`src/rtl/wb_src_mux_n.sv`:
```
// rtl/wb_src_mux_n.sv - registered N:1 write-back source selector with valid/ready handshakes
// Grant is combinational (explicit sel, fixed priority or round-robin); one-entry output register.
module wb_src_mux_n #(
  parameter int WIDTH    = 8,
  parameter int NUM_SRC  = 2,
  parameter int ARB_MODE = 0,
  localparam int SEL_W   = (NUM_SRC > 1) ? $clog2(NUM_SRC) : 1
) (
  input  logic                       clk,
  input  logic                       rst_n,
  input  logic [NUM_SRC*WIDTH-1:0]   src_data,
  input  logic [NUM_SRC-1:0]         src_valid,
  output logic [NUM_SRC-1:0]         src_ready,
  input  logic [SEL_W-1:0]           sel,
  output logic [WIDTH-1:0]           out_data,
  output logic                       out_valid,
  input  logic                       out_ready,
  output logic [SEL_W-1:0]           out_src
);

  logic               out_valid_q, out_valid_d;
  logic [WIDTH-1:0]   out_data_q, out_data_d;
  logic [SEL_W-1:0]   out_src_q, out_src_d;
  logic [SEL_W-1:0]   rr_q, rr_d;
  logic               load_en, gnt_vld, xfer;
  logic [SEL_W-1:0]   gnt_idx;
  int                 rr_idx;

  assign load_en = !out_valid_q || out_ready;

  always_comb begin
    gnt_vld = 1'b0;
    gnt_idx = '0;
    rr_idx  = 0;
    case (ARB_MODE)
      0: begin
        // Comparing against each legal index keeps an out-of-range sel from granting.
        for (int i = 0; i < NUM_SRC; i++) begin
          if (sel == SEL_W'(i) && src_valid[i]) begin
            gnt_vld = 1'b1;
            gnt_idx = SEL_W'(i);
          end
        end
      end
      1: begin
        for (int i = NUM_SRC - 1; i >= 0; i--) begin
          if (src_valid[i]) begin
            gnt_vld = 1'b1;
            gnt_idx = SEL_W'(i);
          end
        end
      end
      default: begin
        // Scan from farthest to nearest so the source closest to rr_q wins.
        for (int j = NUM_SRC - 1; j >= 0; j--) begin
          rr_idx = int'(rr_q) + j;
          if (rr_idx >= NUM_SRC) rr_idx = rr_idx - NUM_SRC;
          if (src_valid[rr_idx]) begin
            gnt_vld = 1'b1;
            gnt_idx = SEL_W'(rr_idx);
          end
        end
      end
    endcase
  end

  assign xfer      = rst_n && load_en && gnt_vld;
  assign src_ready = xfer ? (NUM_SRC'(1) << gnt_idx) : '0;

  always_comb begin
    out_valid_d = out_valid_q;
    out_data_d  = out_data_q;
    out_src_d   = out_src_q;
    rr_d        = rr_q;
    if (load_en) out_valid_d = gnt_vld;
    if (load_en && gnt_vld) begin
      out_data_d = src_data[gnt_idx*WIDTH +: WIDTH];
      out_src_d  = gnt_idx;
      if (ARB_MODE == 2)
        rr_d = (gnt_idx == SEL_W'(NUM_SRC - 1)) ? '0 : gnt_idx + SEL_W'(1);
    end
  end

  always_ff @(posedge clk or negedge rst_n) begin
    if (!rst_n) begin
      out_valid_q <= 1'b0;
      out_data_q  <= '0;
      out_src_q   <= '0;
      rr_q        <= '0;
    end else begin
      out_valid_q <= out_valid_d;
      out_data_q  <= out_data_d;
      out_src_q   <= out_src_d;
      rr_q        <= rr_d;
    end
  end

  assign out_valid = out_valid_q;
  assign out_data  = out_data_q;
  assign out_src   = out_src_q;

endmodule
```
`config.mk`:
```
export PLATFORM = sky130hd
export DESIGN_NAME = wb_src_mux_n
export DESIGN_NICKNAME = d
export VERILOG_FILES = /design/src/rtl/wb_src_mux_n.sv
export SDC_FILE = /design/constraint.sdc
export NUM_CORES = 1
export LEC_CHECK = 0
export CAP_MARGIN = 30
export CORE_MARGIN = 2
export CORE_UTILIZATION = 33
export CTS_CLUSTER_DIAMETER = 50
export DETAILED_ROUTE_END_ITERATION = 8
export GPL_TIMING_DRIVEN = 0
export HOLD_SLACK_MARGIN = 0.08
export PLACE_DENSITY = 0.72
export SLEW_MARGIN = 20
export SYNTH_ARGS = -nofsm -noshare
export SYNTH_HDL_FRONTEND = slang
export SYNTH_SLANG_ARGS = --single-unit
export TNS_END_PERCENT = 10
```
`constraint.sdc`:
```
create_clock -name clk -period 1.8 [get_ports clk]
set_input_delay 0.36 -clock clk [delete_from_list [all_inputs] [get_ports clk]]
set_output_delay 0.36 -clock clk [all_outputs]
set_load 0.01 [all_outputs]
```
---- Word-level counts from Yosys, hierarchy flattened ----
Cells that the tools add are included.
word-level totals
  flip-flop bits (word level) ............. 10
  output and inout port bits .............. 12
  logic and storage cells ................. 17
cells by class
  shift-type cells ........................ 2
  mux-type cells .......................... 4
  bitwise gates (word level) .............. 1
  reductions and logical operators ........ 7
operator list
  kind                                             number
  indexed part select 16 x 5 -> 8 bit              1
  logical AND 1 bit                                5
  2-to-1 mux 1 bit                                 3
  2-to-1 mux 2 bit                                 1
  << shifter 1 x 1 -> 2 bit, first input constant  1
  zero test 1 bit                                  1
  logical OR 1 bit                                 1
  inverter 1 bit                                   1

---- Longest topological paths before layout ----
Gate-level depths: netlist of the first run.
  depth in word-level cells ............... 6
  depth in mapped cells ................... 4
  depth with buffers taken out ............ 3

---- Worst setup path before layout of the first run ----
Ideal clock, no wire load.
  path kind ............................... reg-to-output
  from .................................... register out_valid_q (netlist: out_valid)
  to ...................................... output port src_ready[0]
  arrival time ............................ 1.108 ns
  data required time ...................... 1.440 ns
  path slack .............................. 0.332 ns
  stages on the path, launching flop included .. 4
  cells stage by stage .................... dfrtp_1 -> nor2b_1 -> nor2_4 -> and3_2
between the ends
  longest elaborated chain between the ends .. 5
RTL lines
  item                             line  text
  start: declaration               21    logic out_valid_q, out_valid_d;
  start signal: assignment         91    out_valid_q <= out_valid_d;
  zero test 1 bit                  29    assign load_en = !out_valid_q || out_ready;
  logical OR 1 bit                 29
  logical AND 1 bit (2 in series)  67    assign xfer = rst_n && load_en && gnt_vld;
  2-to-1 mux 2 bit                 68    assign src_ready = xfer ? (NUM_SRC'(1) << gnt_idx) : '0;
  end: declaration                 13    output logic [NUM_SRC-1:0] src_ready,
No other way between the ends.

---- Worst setup path after layout of the first run ----
  from .................................... input port out_ready
  to ...................................... output port src_ready[0]
between the ends
  longest elaborated chain between the ends .. 4
RTL lines
  item                             line  text
  start: declaration               17    input logic out_ready,
  logical OR 1 bit                 29
  logical AND 1 bit (2 in series)  67
  2-to-1 mux 2 bit                 68
No other way between the ends.

==> flow_summary.yaml, run 1 <==
run_status:
  status: "complete, no violations"
logic_synthesis:
  syn_inst: 36
  yosysTopAreaCell: "dfrtp_1"
  synth.ff_latch_count: 10
  netlist_area_um2: 564
  yosysWarnings: 0
  syn_nets: 58
  seq_area_frac_synth_pct: 44.3
  synth_area_per_cell_um2: 15.7
  synthTopCellsByArea: "dfrtp_1, mux2_4, buf_6, mux2_2, nor2_4"
  synth_top_area_share_pct: 44.3
  synth.distinct_cells: 12
detailed_routing:
  dr_wl_met3_um: 55
  routedWlPerCell_um: 14.0
  met2_length_um: 690
  wl_met1_um: 528
  antenna_left: 0
  drc: 0
  firstDrtPassIters: 2
  vias_per_cell: 4.71
  num_vias: 429
  top_layer: "met3"
  wl_um: 1270
  first_iter_violations: 2
power:
  switching_share_pct: 24.7
  ir_drop_mv: 0.440
  p_per_area_mw_per_mm2: 805
  p_int_mw: 0.588
  p_clk_share_pct: 26.0
  power_frac_comb_pct: 36.7
  p_leak_nw: 0.457
  fin_total_pwr_mw: 0.781
  switchingPower_mw: 0.193
  seq_power_share_pct: 37.3
critical_path:
  crit_arrival_ns: 1.38
  required_ns: 1.44
  startpoint: "out_ready"
  rr_startpoint: "out_valid"
  r2r_end: "out_data[6]"
  critical_path_class: "in -> out"
  reg2regPathDepth: 4
  critPathLaunchType: "input port"
  critical_path.endpoint_type: "primary output"
  cp_max_fo: 5
  r2r_setup_slack_ns: 0.53
finish:
  insertedDiodeCount: 0
  multiInputGateArea_um2: 314
  design_area_um2: 971
  fin_nets: 98
  drive_above_1_share_pct: 40.0
  register_area_um2: 250
  syn_to_final_growth_pct: 72.1
  fillers: 131
global_routing:
  grt_pass1_vias: 478
  grt_usage_pct: 15.1
  grt.overflow.total: 0
  grt_max_degree: 11
  antenna_found_initial: 0
  grt_pass1_wl_um: 2180
sta:
  fmax_mhz: 576
  whs_ns: 0.486
  final_max_slew_viol_count: 0
  rsz0062_at_grt: "no"
  max-slew-margin-rel_pct: 68.9
  finalSetupViolCount: 0
  setup_tns_ns: 0
  clock-skew-final_ns: 0.00557
  finalCritPeriodShare_pct: 96.5
  period_needed_ns: 1.74
  worst-slew-pin-transition_ns: 0.466
  final_hold_viol_count: 0
place:
  dpl_cell_area_um2: 915
  place_congestion: 0.615
  place.port_buffers: 33
floorplan:
  io_pins: 34
  initial_core_util_pct: 36.2
  die_y_um: 45.4
  die_w_um: 45.4
  num_rows: 14
  fp.coreArea_mm2: 0.00156
  design.die.area_mm2: 0.00206
clock_network:
  cts_tree: "done"
  cts_buffer_depth: 2
  clock-sinks: 10
  clkTransAtPathRegs_ns: 0.07
  root_buffer: "clkbuf_4"
  cts_buffers: 3
  insertion_delay_ns: 0.26
  htreeDepth: 1
hold_path:
  min_to: "out_valid"
  hold_start: "src_valid[0]"
  min_path_cells: 3
  hold_path_class: "in -> reg"
flow_run:
  drv_cap: 0
## power by group through the flow
stage	combinational (mW)	clock, mW	sequential [mW]
final	0.287	0.203	0.291
after detailed placement	0.285	0	0.294
after floorplan	0.110	0	0.313
after global routing	0.307	0.226	0.297
after global placement	0.280	0	0.295
after CTS	0.289	0.209	0.292
## metal layers
metal  vias to the layer above  GRT usage, %
met4                         0          3.53
li1                        207             -
met3                         0          4.00
met2                        16          26.0
met5                         -             0
met1                       206          18.7
## how the worst max path moves through the flow
stage | end | slack, ns | cells past startpoint
after CTS | src_ready[0] | 0.009 | 5
final | src_ready[0] | 0.06 | 5
after floorplan | src_ready[0] | 0.33 | 3
after global placement | src_ready[0] | -0.67 | 5
after global routing | src_ready[0] | 0.03 | 5
after detailed placement | src_ready[0] | -0.69 | 5
## synthesized netlist by cell type
cell and count:
o21ai_0 2, mux2_4 15, nor3b_1 1, buf_6 1
nor2_4 1, nand2_2 1, and3_2 1, mux2i_1 1
dfrtp_1 10, or2b_1 1, nor2b_1 1, mux2_2 1
## layout make-up
class,count,area share (%)
well taps,16,2.06
plain buffers,1,1.16
multi-input cells,25,32.3
repair buffers,35,34.9
flip-flops and latches,10,25.8
clock buffers,4,3.74
## stage by stage
step	setup WS [ns]	cells	util, %
after floorplan	0.332	36	-
after global placement	-0.665	85	58.7
after detailed placement	-0.686	85	58.7
after CTS	0.00880	91	62.0
after global routing	0.0258	91	62.3
final	0.0630	91	62.3
## cells by family after synthesis
group,after synthesis,share of synthesized area [%]
simple gates,6,8.21
mux,17,43.7
compound gates,2,1.77
buf+inv,1,2.00
flops,10,44.3
## what timing repair did
item / in CTS / in global routing
gates resized for setup: 12 / 4
hold buffers: 1 / 0
endpoints found under the hold margin: 10 / 0
setup buffers: 1 / 0
setup endpoints to repair: 2 / 2
pin swaps: 1 / 1
## critical path, stage by stage
cell	delay, ns
clkdlybuf4s50_1	0.44
nor2b_4	0.18
nor2_4	0.06
and3_2	0.20
buf_2	0.13
## state kept, by name, summed over array words and instances, names as in the netlist
name       count
out_data       8
out_src        1
out_valid      1
## layout by cell type, fill, tap and decap left out
master | synthesis | routed
clkdlybuf4s50_1 | 0 | 27
mux2_4 | 15 | 15
dfrtp_1 | 10 | 10
clkbuf_4 | 0 | 3
o21ai_0 | 2 | 2
dlygate4sd2_1 | 0 | 2
nand2_2 | 1 | 1
buf_6 | 1 | 1
nor2b_4 | 0 | 1
mux2i_2 | 0 | 1
nor2_4 | 1 | 1
and3_2 | 1 | 1
nor3b_1 | 1 | 1
or2b_1 | 1 | 1
mux2_2 | 1 | 1
clkbuf_8 | 0 | 1
dlygate4sd3_1 | 0 | 1
clkdlybuf4s15_2 | 0 | 1
dlymetal6s2s_1 | 0 | 1
buf_2 | 0 | 1
clkbuf_2 | 0 | 1
buf_4 | 0 | 1
Note: power is estimated with default switching activity, not from simulation.
==> run 2, diff against run 1 <==
- GPL_ROUTABILITY_DRIVEN: unset -> 0
- RECOVER_POWER: unset -> 25
==> flow_summary.yaml, run 2 (synthesis results as in run 1) <==
hold_path:
  min_path_cells: 3
  min_to: "out_valid"
  hold_path_class: "in -> reg"
  hold_start: "src_valid[0]"
run_status:
  status: "complete, no violations"
sta:
  clock-skew-final_ns: 0.00557
  setup_ws_ns: 0.0630
  rsz0062_at_grt: "no"
  worst-slew-pin-transition_ns: 0.466
  finalCritPeriodShare_pct: 96.5
  setup_tns_ns: 0
  finalSetupViolCount: 0
  fmax_mhz: 576
  max-slew-margin-rel_pct: 68.8
  whs_ns: 0.486
  period_needed_ns: 1.74
  final_hold_viol_count: 0
  final_max_slew_viol_count: 0
critical_path:
  cp_max_fo: 5
  reg2regPathDepth: 4
  critPathLaunchType: "input port"
  critical_path.endpoint_type: "primary output"
  critical_path_class: "in -> out"
  path_buf_inv: 2
  r2r_setup_slack_ns: 0.53
  slowest_delay_ns: 0.44
  r2r_end: "out_data[6]"
  rr_startpoint: "out_valid"
  critical_path.top_delay_family: "buffers and inverters"
  required_ns: 1.44
  crit_arrival_ns: 1.38
  worstPathCellList: "clkdlybuf4s50_1, nor2b_4, nor2_4, and3_2, buf_2"
  crit_slowest_cell: "clkdlybuf4s50_1"
power:
  seq_power_share_pct: 37.3
  power_frac_comb_pct: 36.7
  switchingPower_mw: 0.193
  switching_share_pct: 24.7
  p_per_area_mw_per_mm2: 806
  p_int_mw: 0.588
  p_leak_nw: 0.456
  ir_drop_mv: 0.440
  p_clk_share_pct: 26.0
global_routing:
  antenna_found_initial: 0
  grt_usage_pct: 15.1
  grt_pass1_vias: 478
  grt_pass1_wl_um: 2180
  grt_max_degree: 11
  grt.overflow.total: 0
finish:
  fillers: 129
  fin_cells: 91
  fin_nets: 98
  largest_register_ffs: 8
  final_cell_mix: "clkdlybuf4s50_1, mux2_4, dfrtp_1"
  drive_above_1_share_pct: 38.7
  layout_commonest_cell: "clkdlybuf4s50_1"
  syn_to_final_growth_pct: 71.8
  utilization_pct: 62.2
  insertedDiodeCount: 0
clock_network:
  cts_tree: "done"
  htreeDepth: 1
  clkTransAtPathRegs_ns: 0.07
  root_buffer: "clkbuf_4"
  insertion_delay_ns: 0.26
  cts_buffers: 3
  clock-sinks: 10
  cts_buffer_depth: 2
place:
  dpl_worst_slack_ns: -0.686
  dpl.cell_count: 85
  place.port_buffers: 33
floorplan:
  die_y_um: 45.4
  die_w_um: 45.4
  fp.coreArea_mm2: 0.00156
  initial_core_util_pct: 36.2
  design.die.area_mm2: 0.00206
  num_rows: 14
  io_pins: 34
detailed_routing:
  antenna_left: 0
  num_vias: 429
  wl_um: 1270
  drc: 0
  vias_per_cell: 4.71
  first_iter_violations: 2
  routedWlPerCell_um: 14.0
  firstDrtPassIters: 2
flow_run:
  drv_cap: 0
==> run 2: worst max-delay path by stage <==
stage          slack [ns]  cells past startpoint            to          from
5_1_grt              0.03                      5  src_ready[0]     out_ready
6_report             0.06                      5  src_ready[0]     out_ready
4_1_cts             0.009                      5  src_ready[0]  src_valid[0]
2_1_floorplan        0.33                      3  src_ready[0]     out_valid
3_5_place_dp        -0.69                      5  src_ready[0]           sel
3_3_place_gp        -0.67                      5  src_ready[0]           sel
==> run 2: layer usage <==
metal / vias to the layer above / track usage (%) / part of all wire [%]
met3: 0 / 4.00 / 4.3
met5: - / 0 / 0
met1: 206 / 18.7 / 41
met2: 16 / 26.0 / 54
li1: 207 / - / -
met4: 0 / 3.53 / 0
==> run 2: area by class of cell <==
cell class                 count  area (µm²)  share of cell area [%]
buffer                         1        11.3                    1.16
clock buffer                   4        36.3                    3.74
multi-input combinational     25         314                    32.4
sequential                    10         250                    25.8
tap                           16        20.0                    2.06
timing repair buffer          35         338                    34.8
==> run 2: worst reg2reg max path: cells and delay by family, from the launching register on <==
family                 cells  cell delay, ns
and+or+nand+nor            2            0.25
muxes                      1            0.32
DFF                        1            0.38
buffers and inverters      1            0.21
==> run 2: metrics by stage <==
step	total power [mW]	area [µm²]
2_1_floorplan	0.424	564
3_3_place_gp	0.575	915
3_5_place_dp	0.579	915
4_1_cts	0.790	967
5_1_grt	0.831	970
6_report	0.781	970
==> run 2: power by group through the flow <==
stage | logic (mW) | clock network (mW) | registers (mW)
5_1_grt | 0.307 | 0.226 | 0.297
6_report | 0.287 | 0.203 | 0.291
4_1_cts | 0.289 | 0.209 | 0.292
3_5_place_dp | 0.285 | 0 | 0.294
2_1_floorplan | 0.110 | 0 | 0.313
3_3_place_gp | 0.280 | 0 | 0.295
==> run 2: what timing repair did <==
| action | 4_1_cts | 5_1_grt |
|---|---|---|
| gates cloned | 0 | 0 |
| pin swaps | 1 | 1 |
| resized for setup | 12 | 4 |
| endpoints found under the hold margin | 10 | 0 |
| endpoints found under the setup margin | 2 | 2 |
| setup buffers | 1 | 0 |
| hold buffers | 1 | 0 |
